<file path="src/rtl/debounce_pkg.sv">
// rtl/debounce_pkg.sv - shared state encoding and default constants for the push-button debouncer
package debounce_pkg;

    typedef enum logic [2:0] {
        RELEASED   = 3'd0,
        DB_PRESS   = 3'd1,
        PRESSED    = 3'd2,
        HELD       = 3'd3,
        DB_RELEASE = 3'd4
    } state_t;

    localparam int DEF_SYNC_STAGES     = 2;
    localparam int DEF_DEBOUNCE_CYCLES = 1000000;
    localparam int DEF_HOLD_CYCLES     = 25000000;
    localparam int DEF_REPEAT_CYCLES   = 5000000;
    localparam int DEF_REPEAT_EN       = 1;

endpackage

</file>
<file path="src/rtl/sync_chain.sv">
// rtl/sync_chain.sv - generic N-flop single-bit synchroniser with asynchronous reset
// Ports:
//   myclk - destination clock
//   reset - asynchronous, active-high; clears every stage
//   d     - asynchronous input level
//   q     - synchronised level (last stage)
module sync_chain #(
    parameter int STAGES = 2
) (
    input  logic myclk,
    input  logic reset,
    input  logic d,
    output logic q
);

    logic [STAGES-1:0] ff;

    always_ff @(posedge myclk or posedge reset) begin
        if (reset) begin
            ff <= '0;
        end else begin
            ff <= {ff[STAGES-2:0], d};
        end
    end

    assign q = ff[STAGES-1];

endmodule

</file>
<file path="src/rtl/button_debouncer.sv">
// rtl/button_debouncer.sv - push-button conditioner: synchroniser, debounce FSM, press/release pulses, long-press and auto-repeat
// Ports:
//   myclk         - system clock
//   reset         - asynchronous, active-high
//   button_raw    - unsynchronised pad level, 1 = pressed
//   button_clean  - debounced level
//   press_pulse   - one cycle when button_clean rises
//   release_pulse - one cycle when button_clean falls
//   held          - long-press level
//   repeat_pulse  - one-cycle auto-repeat strobe while held
module button_debouncer
    import debounce_pkg::*;
#(
    parameter int SYNC_STAGES     = DEF_SYNC_STAGES,
    parameter int DEBOUNCE_CYCLES = DEF_DEBOUNCE_CYCLES,
    parameter int HOLD_CYCLES     = DEF_HOLD_CYCLES,
    parameter int REPEAT_CYCLES   = DEF_REPEAT_CYCLES,
    parameter int REPEAT_EN       = DEF_REPEAT_EN
) (
    input  logic myclk,
    input  logic reset,
    input  logic button_raw,
    output logic button_clean,
    output logic press_pulse,
    output logic release_pulse,
    output logic held,
    output logic repeat_pulse
);

    localparam int DBW = $clog2(DEBOUNCE_CYCLES) + 1;
    localparam int HW  = $clog2(HOLD_CYCLES) + 1;
    localparam int RW  = $clog2(REPEAT_CYCLES) + 1;

    localparam logic [DBW-1:0] DB_TERM   = DBW'(DEBOUNCE_CYCLES);
    localparam logic [HW-1:0]  HOLD_TERM = HW'(HOLD_CYCLES);
    localparam logic [RW-1:0]  REP_TERM  = RW'(REPEAT_CYCLES);
    localparam logic           REP_ON    = (REPEAT_EN != 0);

    logic s;

    sync_chain #(.STAGES(SYNC_STAGES)) u_sync (
        .myclk (myclk),
        .reset (reset),
        .d     (button_raw),
        .q     (s)
    );

    state_t         state, state_n;
    logic [DBW-1:0] db_cnt, db_n, db_inc;
    logic [HW-1:0]  hold_cnt, hold_n, hold_inc;
    logic [RW-1:0]  rep_cnt, rep_n, rep_inc;
    logic           clean_n, press_n, release_n, held_n, repeat_n;

    // Debounce and hold counters saturate; the repeat counter wraps explicitly below.
    assign db_inc   = (db_cnt == DB_TERM) ? db_cnt : db_cnt + DBW'(1);
    assign hold_inc = (hold_cnt == HOLD_TERM) ? hold_cnt : hold_cnt + HW'(1);
    assign rep_inc  = rep_cnt + RW'(1);

    always_ff @(posedge myclk or posedge reset) begin
        if (reset) begin
            state         <= RELEASED;
            db_cnt        <= '0;
            hold_cnt      <= '0;
            rep_cnt       <= '0;
            button_clean  <= 1'b0;
            press_pulse   <= 1'b0;
            release_pulse <= 1'b0;
            held          <= 1'b0;
            repeat_pulse  <= 1'b0;
        end else begin
            state         <= state_n;
            db_cnt        <= db_n;
            hold_cnt      <= hold_n;
            rep_cnt       <= rep_n;
            button_clean  <= clean_n;
            press_pulse   <= press_n;
            release_pulse <= release_n;
            held          <= held_n;
            repeat_pulse  <= repeat_n;
        end
    end

    always_comb begin
        state_n   = state;
        db_n      = db_cnt;
        hold_n    = hold_cnt;
        rep_n     = rep_cnt;
        clean_n   = button_clean;
        held_n    = held;
        press_n   = 1'b0;
        release_n = 1'b0;
        repeat_n  = 1'b0;

        case (state)
            RELEASED: begin
                clean_n = 1'b0;
                held_n  = 1'b0;
                if (s) begin
                    state_n = DB_PRESS;
                    db_n    = DBW'(1);
                end
            end
            DB_PRESS: begin
                if (!s) begin
                    state_n = RELEASED;
                    db_n    = '0;
                end else if (db_inc == DB_TERM) begin
                    state_n = PRESSED;
                    db_n    = '0;
                    clean_n = 1'b1;
                    press_n = 1'b1;
                    hold_n  = '0;
                end else begin
                    db_n = db_inc;
                end
            end
            PRESSED: begin
                if (!s) begin
                    state_n = DB_RELEASE;
                    db_n    = DBW'(1);
                end else if (hold_inc == HOLD_TERM) begin
                    state_n  = HELD;
                    hold_n   = hold_inc;
                    held_n   = 1'b1;
                    repeat_n = REP_ON;
                    rep_n    = '0;
                end else begin
                    hold_n = hold_inc;
                end
            end
            HELD: begin
                if (!s) begin
                    state_n = DB_RELEASE;
                    db_n    = DBW'(1);
                end else if (rep_inc == REP_TERM) begin
                    rep_n    = '0;
                    repeat_n = REP_ON;
                end else begin
                    rep_n = rep_inc;
                end
            end
            DB_RELEASE: begin
                // A bounce back to 1 resumes where it left off; frozen counters are untouched.
                if (s) begin
                    state_n = held ? HELD : PRESSED;
                    db_n    = '0;
                end else if (db_inc == DB_TERM) begin
                    state_n   = RELEASED;
                    db_n      = '0;
                    clean_n   = 1'b0;
                    held_n    = 1'b0;
                    release_n = 1'b1;
                end else begin
                    db_n = db_inc;
                end
            end
            default: begin
                state_n = RELEASED;
                db_n    = '0;
                hold_n  = '0;
                rep_n   = '0;
                clean_n = 1'b0;
                held_n  = 1'b0;
            end
        endcase
    end

endmodule

</file>
<file path="config.mk">
export PLATFORM = sky130hd
export DESIGN_NAME = button_debouncer
export DESIGN_NICKNAME = d
export VERILOG_FILES = /design/src/rtl/debounce_pkg.sv /design/src/rtl/sync_chain.sv /design/src/rtl/button_debouncer.sv
export SDC_FILE = /design/constraint.sdc
export NUM_CORES = 1
export LEC_CHECK = 0
export ABC_AREA = 1
export BUFFER_PORTS_ARGS = -buffer_cell sky130_fd_sc_hd__clkbuf_2
export CAP_MARGIN = 20
export CORE_UTILIZATION = 55
export CTS_BUF_LIST = sky130_fd_sc_hd__clkbuf_8
export CTS_CLUSTER_SIZE = 16
export DETAILED_ROUTE_END_ITERATION = 8
export PLACE_DENSITY = 0.77
export SYNTH_ARGS = -nofsm -noshare
export SYNTH_HDL_FRONTEND = slang
export SYNTH_HIERARCHICAL = 1
export SYNTH_SLANG_ARGS = --single-unit
</file>
<file path="constraint.sdc">
create_clock -name myclk -period 2.9 [get_ports myclk]
set_input_delay 0.145 -clock myclk [delete_from_list [all_inputs] [get_ports myclk]]
set_output_delay 0.145 -clock myclk [all_outputs]
set_load 0.01 [all_outputs]
</file>
### After elaboration in Yosys (flattened, before gate mapping)

Cells that the tools add are included.

| word-level totals | value |
|---|---|
| bits in writable memories | 0 |
| latch bits | 0 |
| bits in registers | 81 |
| logic and storage cells | 95 |
| bits in read-only memories | 0 |
| memories | 0 |

| cells by class | value |
|---|---|
| muxes and demuxes | 45 |
| eq/ne operators | 22 |
| reduce and logical (&&, ||, !) cells | 11 |
| add/sub/neg operators | 3 |
| magnitude comparators | 0 |
| divide/modulo/power cells | 0 |
| shift operators | 0 |
| bitwise logic cells | 4 |
| multiply operators | 0 |

Operators by type and width:

| cell | count |
|---|---|
| two-way mux 21 bit | 6 |
| two-way mux 26 bit | 4 |
| two-way mux 24 bit | 4 |
| case mux 21 bit (4 select lines) | 1 |
| case mux 26 bit (3 select lines) | 1 |
| case mux 24 bit (3 select lines) | 1 |
| equality test 26 x 25 -> 1 bit, second input constant | 2 |
| equality test 21 x 20 -> 1 bit, second input constant | 2 |
| adder 26 x 1 -> 26 bit, second input constant | 1 |
| adder 24 x 1 -> 24 bit, second input constant | 1 |
| equality test 24 x 23 -> 1 bit, second input constant | 1 |
| two-way mux 3 bit | 8 |
| adder 21 x 1 -> 21 bit, second input constant | 1 |
| two-way mux 1 bit | 16 |
| case mux 3 bit (5 select lines) | 1 |
| AND reduction 5 bit | 3 |
| inequality test 2 bit, second input constant | 6 |
| inequality test 2 x 1 -> 1 bit, second input constant | 4 |
| AND reduction 4 bit | 2 |
| equality test 3 x 2 -> 1 bit, second input constant | 2 |
| inequality test 3 bit, second input constant | 2 |
| case mux 1 bit (3 select lines) | 2 |
| OR reduction 3 bit | 2 |
| inverter 1 bit | 4 |
| 7 further kinds | 8 |

### Depth between registers and ports, before layout

Gate-level depths: netlist (run 1).

| logic depth | value |
|---|---|
| word-level depth | 6 |
| depth in mapped cells | 17 |

### Cells and area by module

Netlist (run 1), hierarchy kept.

Modules (own cells, without submodules):

| module | area an instance (µm²) | cells an instance | sequential area each (µm²) | instances |
|---|---|---|---|---|
| button_debouncer | 6042.0 | 968 | 1976.9 | 1 |
| sync_chain | 53.8 | 3 | 50.0 | 1 |

### Worst setup path before layout (run 1)

Ideal clock, no wire load.

| timing | value |
|---|---|
| kind | reg2reg |
| start point | reg db_cnt[0] |
| end point | reg db_cnt[4] |
| period minus slack after synthesis | 2.226 ns |
| setup time | 0.134 ns |
| path buffers | 1 |
| cell stages (with the launch flop) | 14 |
| arrival time | 2.092 ns |
| setup slack | 0.674 ns |
| path through | dfrtp_1 > ha_1 > nand3_1 > inv_1 > nand2_1 > xor2_1 > nand3_1 > nor2_1 > nand2_1 > nor2_1 > nand2_1 > nand2_1 > buf_2 > o22ai_1 |

| on the way | value |
|---|---|
| longest elaborated chain between the ends | 6 |
| elaborated cells on any way between the ends | 8 |

Ends and longest elaborated chain:

| what | line | text |
|---|---|---|
| from (decl) | button_debouncer.sv:49 | `logic [DBW-1:0] db_cnt, db_n, db_inc;` |
| from (signal assigned) | button_debouncer.sv:72 | `db_cnt <= db_n;` |
| adder 21 x 1 -> 21 bit or equality test 21 x 20 -> 1 bit (tied branches) | button_debouncer.sv:55 | `assign db_inc = (db_cnt == DB_TERM) ? db_cnt : db_cnt + DBW'(1);` |
| two-way mux 21 bit (*) | button_debouncer.sv:55 |  |
| equality test 21 x 20 -> 1 bit | button_debouncer.sv:107, button_debouncer.sv:147 |  |
| two-way mux 21 bit (*) | button_debouncer.sv:107, button_debouncer.sv:147 |  |
| two-way mux 21 bit (on tied branches) | button_debouncer.sv:144, button_debouncer.sv:104 |  |
| case mux 21 bit (4 select lines) (*) | button_debouncer.sv:94 | `case (state)` |

Every way passes the cells marked *; elsewhere a longest branch is shown, timed or not.
A chain may end at the register's enable or synchronous reset.

### Worst setup path after layout (run 1)

| timing | value |
|---|---|
| start point | reg db_cnt[0] |
| end point | reg hold_cnt[21] |

| on the way | value |
|---|---|
| longest elaborated chain between the ends | 5 |
| elaborated cells on any way between the ends | 6 |

Ends and longest elaborated chain:

| what | line | text |
|---|---|---|
| adder 21 x 1 -> 21 bit or equality test 21 x 20 -> 1 bit (tied branches) | button_debouncer.sv:55 |  |
| two-way mux 21 bit (*) | button_debouncer.sv:55 |  |
| equality test 21 x 20 -> 1 bit (*) | button_debouncer.sv:107 | `end else if (db_inc == DB_TERM) begin` |
| inequality test 2 bit (no line) (*) | - |  |
| AND reduction 4 bit (no line) (*) | - |  |
| to (signal assigned) | button_debouncer.sv:73 | `hold_cnt <= hold_n;` |
| to (decl) | button_debouncer.sv:50 | `logic [HW-1:0] hold_cnt, hold_n, hold_inc;` |

Marked as above.

==> reports/qor.txt, run 1 <==
Run status: finished, final reports clean
Cell taking the most area after synthesis: sky130_fd_sc_hd__dfrtp_1
Sequential cell area fraction in the yosys report: 33.3%
Number of CTS-inserted buffers: 9
Post-Syn Area per Cell: 6.28 um2
Fraction of layout instances using a drive strength above 1: 9.03%
RSZ-0062 raised after global routing: no
Initial core utilization: 56.2%
Syn Std Cell Area: 0.00610 mm2
Critical path's largest stage delay: 0.40 ns
Critical-path maximum fanout: 52
Overall fraction of global-route tracks in use: 29.9%
Net count after synthesis: 979
Floorplan die width: 107 um
Fin. Hold Viols: 0
Number of standard cells after synthesis: 971
Pwr/cell area: 566 mW/mm2
Maximum buffer depth of the clock tree: 2
Cell with the largest stage delay on the worst path: sky130_fd_sc_hd__dfrtp_1
Critical path arrival: 2.92 ns
Critical Path Start Type: flip-flop
Number of placement rows: 38
Number of library cell types mapped by synthesis: 35
Period utilization: 92.1%
Clock tree from TritonCTS: done
H-tree levels: 3
Path class of the lowest-slack min-delay path: in -> async
Number of pins exceeding their max-slew limit in the final report: 0
Placer's final routability congestion estimate: 0.993
Port Buffers: 7
Util after Layout: 60.7%
Most instantiated cells after synthesis: 335 x sky130_fd_sc_hd__nand2_1, 181 x sky130_fd_sc_hd__nor2_1, 97 x sky130_fd_sc_hd__inv_1, 81 x sky130_fd_sc_hd__dfrtp_1, 72 x sky130_fd_sc_hd__nand3_1
Via count of the first global-routing pass: 5540
Number of flops mapped to enable cells by yosys: 0
Routed wire per std cell: 13.9 um
Type of the worst setup path: reg -> reg
Final net count: 1000
Average via count per standard cell: 5.32
Sink Count: 81
Cell-by-cell trace of the critical path: ha_2 -> nand3_1 -> inv_1 -> nand3_1 -> xor2_1 -> nand3_1 -> nor2_1 -> nand3_1 -> nand2_1 -> nand2_2 -> buf_4 -> nor2_1 -> a21oi_1
Transition at the pin with the smallest max-transition slack: 0.855 ns
Pleak: 0.00290 uW
Root Driver: sky130_fd_sc_hd__clkbuf_8
Area enclosed by the die boundary: 0.0115 mm2
Chip height: 107 um
Minimum period implied by the final worst setup slack: 2.67 ns
Initial antenna violation count: 0
Layout-stage area growth over the synthesis result: 7.88%
Source-to-sink clock delay at the later pin of the worst-skew pair: 0.38 ns
Synth Warn #: 6
Number of synthesized register bits: 81
Most used cell along the critical path: sky130_fd_sc_hd__nand3_1
Endpoint class of the critical path: flip-flop
# diodes: 0
Max Clock Skew: 0.0115 ns
Detailed Place HPWL: 12100 um
Main flop type after synthesis: sky130_fd_sc_hd__dfrtp_1
DR DRC count: 0
Number of nets with antenna violations after routing: 0
Highest clock rate: 374 MHz
Area of the core region: 0.0108 mm2
Num ports: 8
Relative max-transition margin: 42.9%
Final total negative setup slack: 0 ns
Number of buffer and inverter instances along the worst setup path: 2
Via total after detailed routing: 6046
Critical Path RT: 3.15 ns
Max-cap violations: 0
Drt first pass iters: 6
FFs w/ async S/R, synth: 100%
Number of DRC markers after the initial detailed-route iteration: 411
Most frequent cell after synthesis: sky130_fd_sc_hd__nand2_1
First-pass GRT wire length: 26800 um
DRT Wirelength: 15800 um
Pin count of the biggest net entering global routing: 53
Clock edge transition at the registers on the reported setup and hold paths: 0.09 ns
Global-route congestion overflow total: 0
Share of the synthesized area in the top cell type: 33.3%
Number of failing setup endpoints in the final timing report: 0
Largest voltage drop on the vdd net: 0.373 mV
Largest cells by area after synthesis: sky130_fd_sc_hd__dfrtp_1 33%, sky130_fd_sc_hd__nand2_1 21%, sky130_fd_sc_hd__nor2_1 11%
Top delay family on crit path: simple AND/OR/NAND/NOR gates
flip-flops by register name (all words and copies together), names as in the netlist:
signal and count:
state 3, press_pulse 1, repeat_pulse 1, u_sync/ff 2, db_cnt 21, hold_cnt 26
release_pulse 1, rep_cnt 24, held 1, button_clean 1
cells in the final DEF, fill, tap and decap left out, types with 2 or more instances in the layout:
cell type / count
sky130_fd_sc_hd__clkinvlp_4: 3
sky130_fd_sc_hd__dlygate4sd3_1: 2
sky130_fd_sc_hd__nand2_1: 334
sky130_fd_sc_hd__dfrtp_1: 80
sky130_fd_sc_hd__or2_2: 8
sky130_fd_sc_hd__ha_1: 4
sky130_fd_sc_hd__nand3_2: 2
sky130_fd_sc_hd__o21ai_2: 17
sky130_fd_sc_hd__inv_1: 96
sky130_fd_sc_hd__buf_4: 15
sky130_fd_sc_hd__inv_2: 2
sky130_fd_sc_hd__clkbuf_2: 7
sky130_fd_sc_hd__clkinv_1: 2
sky130_fd_sc_hd__nand4_1: 25
sky130_fd_sc_hd__xnor2_1: 5
sky130_fd_sc_hd__nor3_1: 10
sky130_fd_sc_hd__nor2_1: 180
sky130_fd_sc_hd__o22ai_1: 16
sky130_fd_sc_hd__clkinv_4: 2
sky130_fd_sc_hd__nand2_4: 2
sky130_fd_sc_hd__nand2_2: 5
sky130_fd_sc_hd__o21ai_0: 21
sky130_fd_sc_hd__a21o_1: 2
sky130_fd_sc_hd__a21oi_1: 12
sky130_fd_sc_hd__clkbuf_8: 11
sky130_fd_sc_hd__xor2_1: 26
sky130_fd_sc_hd__nor2_2: 8
sky130_fd_sc_hd__nand3_1: 72
sky130_fd_sc_hd__nand3b_1: 5
sky130_fd_sc_hd__o21ai_1: 10
repair_timing:
action	4_1_cts	5_1_grt
gates resized for setup	0	5
buffers inserted	0	0
endpoints found under the hold margin	49	0
hold buffers	2	0
endpoints found under the setup margin	0	37
path summary, 6_finish.rpt:
path | startpoint | endpoint | slack (ns) | cells after the start
max in group asynchronous | reset | rep_cnt[20] | 1.68 | 4
hold reg to reg | u_sync/ff[0] | u_sync/ff[1] | 0.35 | 0
setup reg to reg | db_cnt[0] | hold_cnt[21] | 0.23 | 13
hold / removal | reset | u_sync/ff[1] | 0.18 | 3
setup / recovery | db_cnt[0] | hold_cnt[21] | 0.23 | 13
min in group myclk | u_sync/ff[0] | u_sync/ff[1] | 0.35 | 0
layout make-up:
type	instances	area, um2
Fill cell	1087	4260
Multi-Input combinational cell	774	3610
Tap cell	140	175
Sequential cell	81	2030
Clock inverter	5	40.0
Clock buffer	11	151
Inverter	101	380
Timing Repair Buffer	25	188
metrics by stage:
stage	worst slack, ns	instance area, um2	cells	power (uW)	hold slack (ns)
CTS	0.157	6560	1137	3730	0.157
floorplan	0.674	6100	971	2600	-0.114
global route	0.00884	6580	1137	4000	0.192
detailed placement	0.165	6350	1119	2920	0.00287
finish	0.229	6580	1137	3720	0.179
global placement	0.157	6350	1119	2920	0.00283
cell families after synthesis:
group / synth area share [%]
compound gates: 8.11
xor+xnor: 4.60
fa+ha+maj: 1.03
buf+inv: 7.72
flops: 33.3
simple gates: 45.3
layer usage:
metal / part of all wire, % / vias up / track usage [%]
met5: 0 / - / 0
met4: 2.1 / 0 / 10.4
met3: 7.0 / 24 / 5.02
met2: 44 / 204 / 45.9
met1: 47 / 2705 / 42.4
li1: - / 3113 / -
power breakdown:
| part | switching (uW) | internal, uW | leakage, uW | total [uW] |
|---|---|---|---|---|
| logic | 1060 | 441 | 0.00171 | 1500 |
| clock network | 451 | 360 | 0.0000878 | 811 |
| registers | 155 | 1260 | 0.00110 | 1410 |
tightest hold or removal path: cells and delay by family:
family   cells  cell delay, ns
buf+inv      3            0.74
No activity file was read; power rests on OpenSTA's default activity.
==> run 2: changes to the inputs <==
BUFFER_PORTS_ARGS = unset   (was -buffer_cell sky130_fd_sc_hd__clkbuf_2)
CTS_BUF_LIST = sky130_fd_sc_hd__clkbuf_16   (was sky130_fd_sc_hd__clkbuf_8)
DONT_BUFFER_PORTS = 1   (was unset)
PLACE_DENSITY = 0.76   (was 0.77)
==> reports/qor.txt, run 2 (synthesis gave the netlist of run 1 again) <==
Transition at the pin with the smallest max-transition slack: 0.698 ns
Power share of the combinational group: 36.8%
Final total negative setup slack: 0 ns
Critical-path maximum fanout: 41
Combined flip-flop and latch cell area: 0.00203 mm2
Final Non-Filler Cells: 1129
First-pass GRT wire length: 27000 um
Type of the worst setup path: reg -> reg
Number of flip-flops under the largest register name: 26
Number of placement rows: 38
Num ports: 8
Number of CTS-inserted buffers: 9
Number of nets with antenna violations after routing: 0
DR DRC count: 0
Chip height: 107 um
Max Clock Skew: 0.0113 ns
Proportion of power drawn by flip-flops and latches: 33.9%
Critical path arrival: 2.90 ns
Root Driver: sky130_fd_sc_hd__clkbuf_16
Filler Cells Inserted: 1025
Detailed Place HPWL: 11800 um
Via total after detailed routing: 6107
Relative max-transition margin: 53.4%
Via count of the first global-routing pass: 5635
Run status: finished, final reports clean
Register with the most flip-flops: hold_cnt
Overall fraction of global-route tracks in use: 30.0%
DRT Wirelength: 15700 um
Total power of the final layout: 4150 uW
Maximum buffer depth of the clock tree: 2
Fraction of layout instances using a drive strength above 1: 7.79%
Placed Cells incl. Taps: 1112
Number of DRC markers after the initial detailed-route iteration: 512
Average via count per standard cell: 5.41
Clock edge transition at the registers on the reported setup and hold paths: 0.06 ns
Number of buffers inserted by post-CTS setup repair: 0
Area of the multi-input gates: 0.00361 mm2
Fraction of power spent switching nets: 41.1%
Area enclosed by the die boundary: 0.0115 mm2
Commonest non-fill, non-tap cells in the layout: 335 x sky130_fd_sc_hd__nand2_1, 181 x sky130_fd_sc_hd__nor2_1, 96 x sky130_fd_sc_hd__inv_1
Fin. Hold Viols: 0
Floorplan die width: 107 um
Util after Layout: 61.3%
Endpoint class of the critical path: flip-flop
Period utilization: 92.0%
Global-route congestion overflow total: 0
Routed wire per std cell: 13.9 um
Area of the core region: 0.0108 mm2
Layout-stage area growth over the synthesis result: 9.09%
Largest voltage drop on the vdd net: 0.312 mV
Minimum period implied by the final worst setup slack: 2.67 ns
RSZ-0062 raised after global routing: no
Internal power contribution: 2450 uW
# diodes: 0
Number of failing setup endpoints in the final timing report: 0
Critical Path RT: 3.14 ns
Drt first pass iters: 7
Clock tree from TritonCTS: done
Most common cell after layout, fill and taps aside: sky130_fd_sc_hd__nand2_1
Register-to-Register Setup Slack: 0.23 ns
Max-cap violations: 0
Source-to-sink clock delay at the later pin of the worst-skew pair: 0.35 ns
Hold WS: 0.137 ns
Pleak: 0.00293 uW
Critical Path Start Type: flip-flop
Highest clock rate: 375 MHz
Switching power total: 1710 uW
H-tree levels: 3
Port Buffers: 0
Path class of the lowest-slack min-delay path: in -> async
Sink Count: 81
Part of the power in the clock network: 29.3%
Initial core utilization: 56.2%
Initial antenna violation count: 0
Biggest registers after layout: hold_cnt x26, rep_cnt x24, db_cnt x21
Pwr/cell area: 625 mW/mm2
Placer's final routability congestion estimate: 0.988
Number of pins exceeding their max-slew limit in the final report: 0
Pin count of the biggest net entering global routing: 53
Final net count: 993
[run 2: worst paths after layout]
kind                                 to         start  depth (start not counted)
max                         rep_cnt[21]   hold_cnt[9]                         14
min                        u_sync/ff[0]         reset                          2
max reg2reg                 rep_cnt[21]   hold_cnt[9]                         14
min reg2reg                u_sync/ff[1]  u_sync/ff[0]                          0
max in group asynchronous    rep_cnt[4]         reset                          3
min in group myclk         u_sync/ff[1]  u_sync/ff[0]                          0
[run 2: through the flow]
step	area, um2	setup slack, ns
after detailed placement	6310	0.238
after floorplan	6100	0.674
after global routing	6650	0.00303
after CTS	6640	0.226
final	6650	0.231
after global placement	6310	0.246
[run 2: worst max-delay path: stages (launching register included)]
cell and delay, ns:
sky130_fd_sc_hd__dfrtp_1 0.45, sky130_fd_sc_hd__nand2_1 0.15, sky130_fd_sc_hd__nor2_1 0.20, sky130_fd_sc_hd__nand2_1 0.13, sky130_fd_sc_hd__nor2_1 0.12, sky130_fd_sc_hd__nand2_1 0.08
sky130_fd_sc_hd__xor2_1 0.35, sky130_fd_sc_hd__nand2_1 0.12, sky130_fd_sc_hd__nor3_2 0.22, sky130_fd_sc_hd__nand2_1 0.13, sky130_fd_sc_hd__nand2_4 0.15, sky130_fd_sc_hd__nand3_4 0.08
sky130_fd_sc_hd__buf_12 0.20, sky130_fd_sc_hd__nand2_1 0.10, sky130_fd_sc_hd__o21ai_2 0.06
[run 2: repair_timing]
item	in CTS	in global routing
hold buffers	2	0
endpoints found under the setup margin	0	26
resized for setup	0	1
hold endpoints to repair	40	0
[run 2: layer usage]
metal	GRT usage (%)	part of all wire (%)
met5	0	0
met4	10.2	2.0
met3	6.54	6.5
met2	47.6	46
met1	40.5	46
[run 2: cell type report]
type | count | share of cell area, %
sequential | 81 | 30.5
clock buffer | 9 | 3.39
tap | 140 | 2.63
multi-input combinational | 774 | 54.2
clock inverter | 6 | 1.26
timing repair buffer | 18 | 2.30
inverter | 101 | 5.72
[run 2: power groups by stage]
stage	Combinational, uW	Clock (uW)	Sequential, uW
floorplan	1210	0	1390
global placement	1490	0	1420
detailed placement	1510	0	1420
CTS	1520	1230	1400
global route	1750	1290	1430
finish	1530	1220	1410
==> run 3: changes to the inputs <==
clock period = 3.4 ns   (was 2.9 ns; I/O delays follow)
==> reports/qor.txt, run 3 (synthesis gave the netlist of run 1 again) <==
Run status: finished, final reports clean
R2r worst-path depth: 13
Critical path arrival: 3.13 ns
Path class of the lowest-slack min-delay path: in -> async
H-tree levels: 3
Reg-to-reg critical path startpoint: hold_cnt[1]
Initial core utilization: 56.2%
Drt first pass iters: 5
Most common cell after layout, fill and taps aside: sky130_fd_sc_hd__nand2_1
Number of DRC markers after the initial detailed-route iteration: 402
Port Buffers: 0
Floorplan die width: 107 um
Capture instance of the worst register-to-register path: rep_cnt[20]
First-pass GRT wire length: 25700 um
Commonest non-fill, non-tap cells in the layout: 335 x sky130_fd_sc_hd__nand2_1, 181 x sky130_fd_sc_hd__nor2_1, 96 x sky130_fd_sc_hd__inv_1
Final total negative setup slack: 0 ns
Cell with the largest stage delay on the worst path: sky130_fd_sc_hd__dfrtp_1
Average via count per standard cell: 5.33
Register with the most flip-flops: hold_cnt
Area enclosed by the die boundary: 0.0115 mm2
Area of the multi-input gates: 0.00360 mm2
Critical Path RT: 3.62 ns
Critical path's largest stage delay: 0.43 ns
Sink Count: 81
Placer's final routability congestion estimate: 0.962
Clock tree from TritonCTS: done
Overall fraction of global-route tracks in use: 28.6%
Relative max-transition margin: 63.8%
Pin count of the biggest net entering global routing: 53
DRT Wirelength: 15400 um
Number of buffers inserted by post-CTS setup repair: 0
Pwr/cell area: 506 mW/mm2
Via total after detailed routing: 5978
Fraction of layout instances using a drive strength above 1: 6.82%
Global-route congestion overflow total: 0
Max-cap violations: 0
DR DRC count: 0
Chip height: 107 um
Root Driver: sky130_fd_sc_hd__clkbuf_16
Clock edge transition at the registers on the reported setup and hold paths: 0.06 ns
Number of failing setup endpoints in the final timing report: 0
Number of nets with antenna violations after routing: 0
Minimum period implied by the final worst setup slack: 2.91 ns
Pleak: 0.00287 uW
Combined flip-flop and latch cell area: 0.00203 mm2
Max Clock Skew: 0.00513 ns
Number of placement rows: 38
Fin. Hold Viols: 0
Detailed Place HPWL: 11600 um
Final net count: 986
Num ports: 8
Layout-stage area growth over the synthesis result: 7.29%
Number of flip-flops under the largest register name: 26
Cell-by-cell trace of the critical path: ha_1 -> nand3_2 -> nor2_2 -> xor2_1 -> nand2_1 -> nor2_1 -> nand3_1 -> nor2_1 -> nand2_1 -> nand2_4 -> nand3_4 -> nand2_1 -> o21ai_2
Initial antenna violation count: 0
Transition at the pin with the smallest max-transition slack: 0.543 ns
# diodes: 0
Hold WS: 0.168 ns
Biggest registers after layout: hold_cnt x26, rep_cnt x24, db_cnt x21
Largest voltage drop on the vdd net: 0.287 mV
Critical-path maximum fanout: 41
Filler Cells Inserted: 1056
Highest clock rate: 343 MHz
Most used cell along the critical path: sky130_fd_sc_hd__nand2_1
Source-to-sink clock delay at the later pin of the worst-skew pair: 0.34 ns
Area of the core region: 0.0108 mm2
RSZ-0062 raised after global routing: no
Number of CTS-inserted buffers: 9
Period utilization: 85.7%
Endpoint class of the critical path: flip-flop
Register-to-Register Setup Slack: 0.49 ns
Routed wire per std cell: 13.7 um
Critical Path Start Type: flip-flop
Number of pins exceeding their max-slew limit in the final report: 0
Via count of the first global-routing pass: 5438
Maximum buffer depth of the clock tree: 2
Type of the worst setup path: reg -> reg
[run 3: changes by cell type in the layout (fill, tap and decap cells not counted)]
cell,previous run,this run
sky130_fd_sc_hd__buf_4,15,8
sky130_fd_sc_hd__bufinv_16,2,0
sky130_fd_sc_hd__clkinv_1,3,5
sky130_fd_sc_hd__clkinv_2,2,4
sky130_fd_sc_hd__clkinvlp_4,2,0
sky130_fd_sc_hd__buf_12,1,0
sky130_fd_sc_hd__buf_16,0,1
sky130_fd_sc_hd__xor2_1,26,27
sky130_fd_sc_hd__xor2_2,1,0
[run 3: critical path: cells and delay by family, from the launching register on]
family / cells / cell delay [ns]
AOI/OAI and AO/OA: 1 / 0.07
xor gates and xnor gates: 1 / 0.28
adders and majority gates: 1 / 0.23
DFF: 1 / 0.43
and+or+nand+nor: 10 / 1.76
[run 3: what timing repair did]
action,4_1_cts,5_1_grt
resized for setup,0,0
endpoints found under the hold margin,66,0
hold buffers,2,0
[run 3: report_power, final]
group / switching [uW] / internal [uW]
Clock: 378 / 478
Combinational: 910 / 330
Sequential: 138 / 1070
[run 3: per-layer routing]
| metal | part of all wire, % | up-vias | wire length (um) | GRT usage, % |
|---|---|---|---|---|
| met5 | 0 | - | 0 | 0 |
| met4 | 2.8 | 0 | 431 | 13.5 |
| met3 | 6.1 | 30 | 935 | 4.96 |
| met2 | 44 | 198 | 6830 | 45.0 |
| met1 | 47 | 2661 | 7180 | 38.2 |
| li1 | - | 3089 | - | - |
[run 3: cell type report]
cell class | count | area share, %
multi-input cells | 774 | 55.0
flip-flops and latches | 81 | 31.0
inverters | 101 | 5.82
clock buffers | 9 | 3.44
well taps | 140 | 2.68
repair buffers | 11 | 1.65
clock inverters | 6 | 0.402
[run 3: how the worst max path moves through the flow]
stage                           start          end  cells after the start
after global placement    hold_cnt[1]  rep_cnt[20]                     13
after global routing      hold_cnt[1]  rep_cnt[12]                     13
final                     hold_cnt[1]  rep_cnt[20]                     13
after detailed placement  hold_cnt[1]  rep_cnt[13]                     13
after floorplan             db_cnt[0]    db_cnt[4]                     13
after CTS                 hold_cnt[1]  rep_cnt[20]                     13
[run 3: stage by stage]
stage | power (uW) | cells | setup slack [ns] | utilization [%] | area, um2
4_1_cts | 3320 | 1122 | 0.487 | 60.3 | 6540
3_3_place_gp | 2420 | 1104 | 0.589 | 57.6 | 6240
3_5_place_dp | 2440 | 1105 | 0.547 | 57.8 | 6270
5_1_grt | 3530 | 1122 | 0.243 | 60.3 | 6540
6_report | 3310 | 1122 | 0.486 | 60.3 | 6540
2_1_floorplan | 2220 | 971 | 1.17 | - | 6100
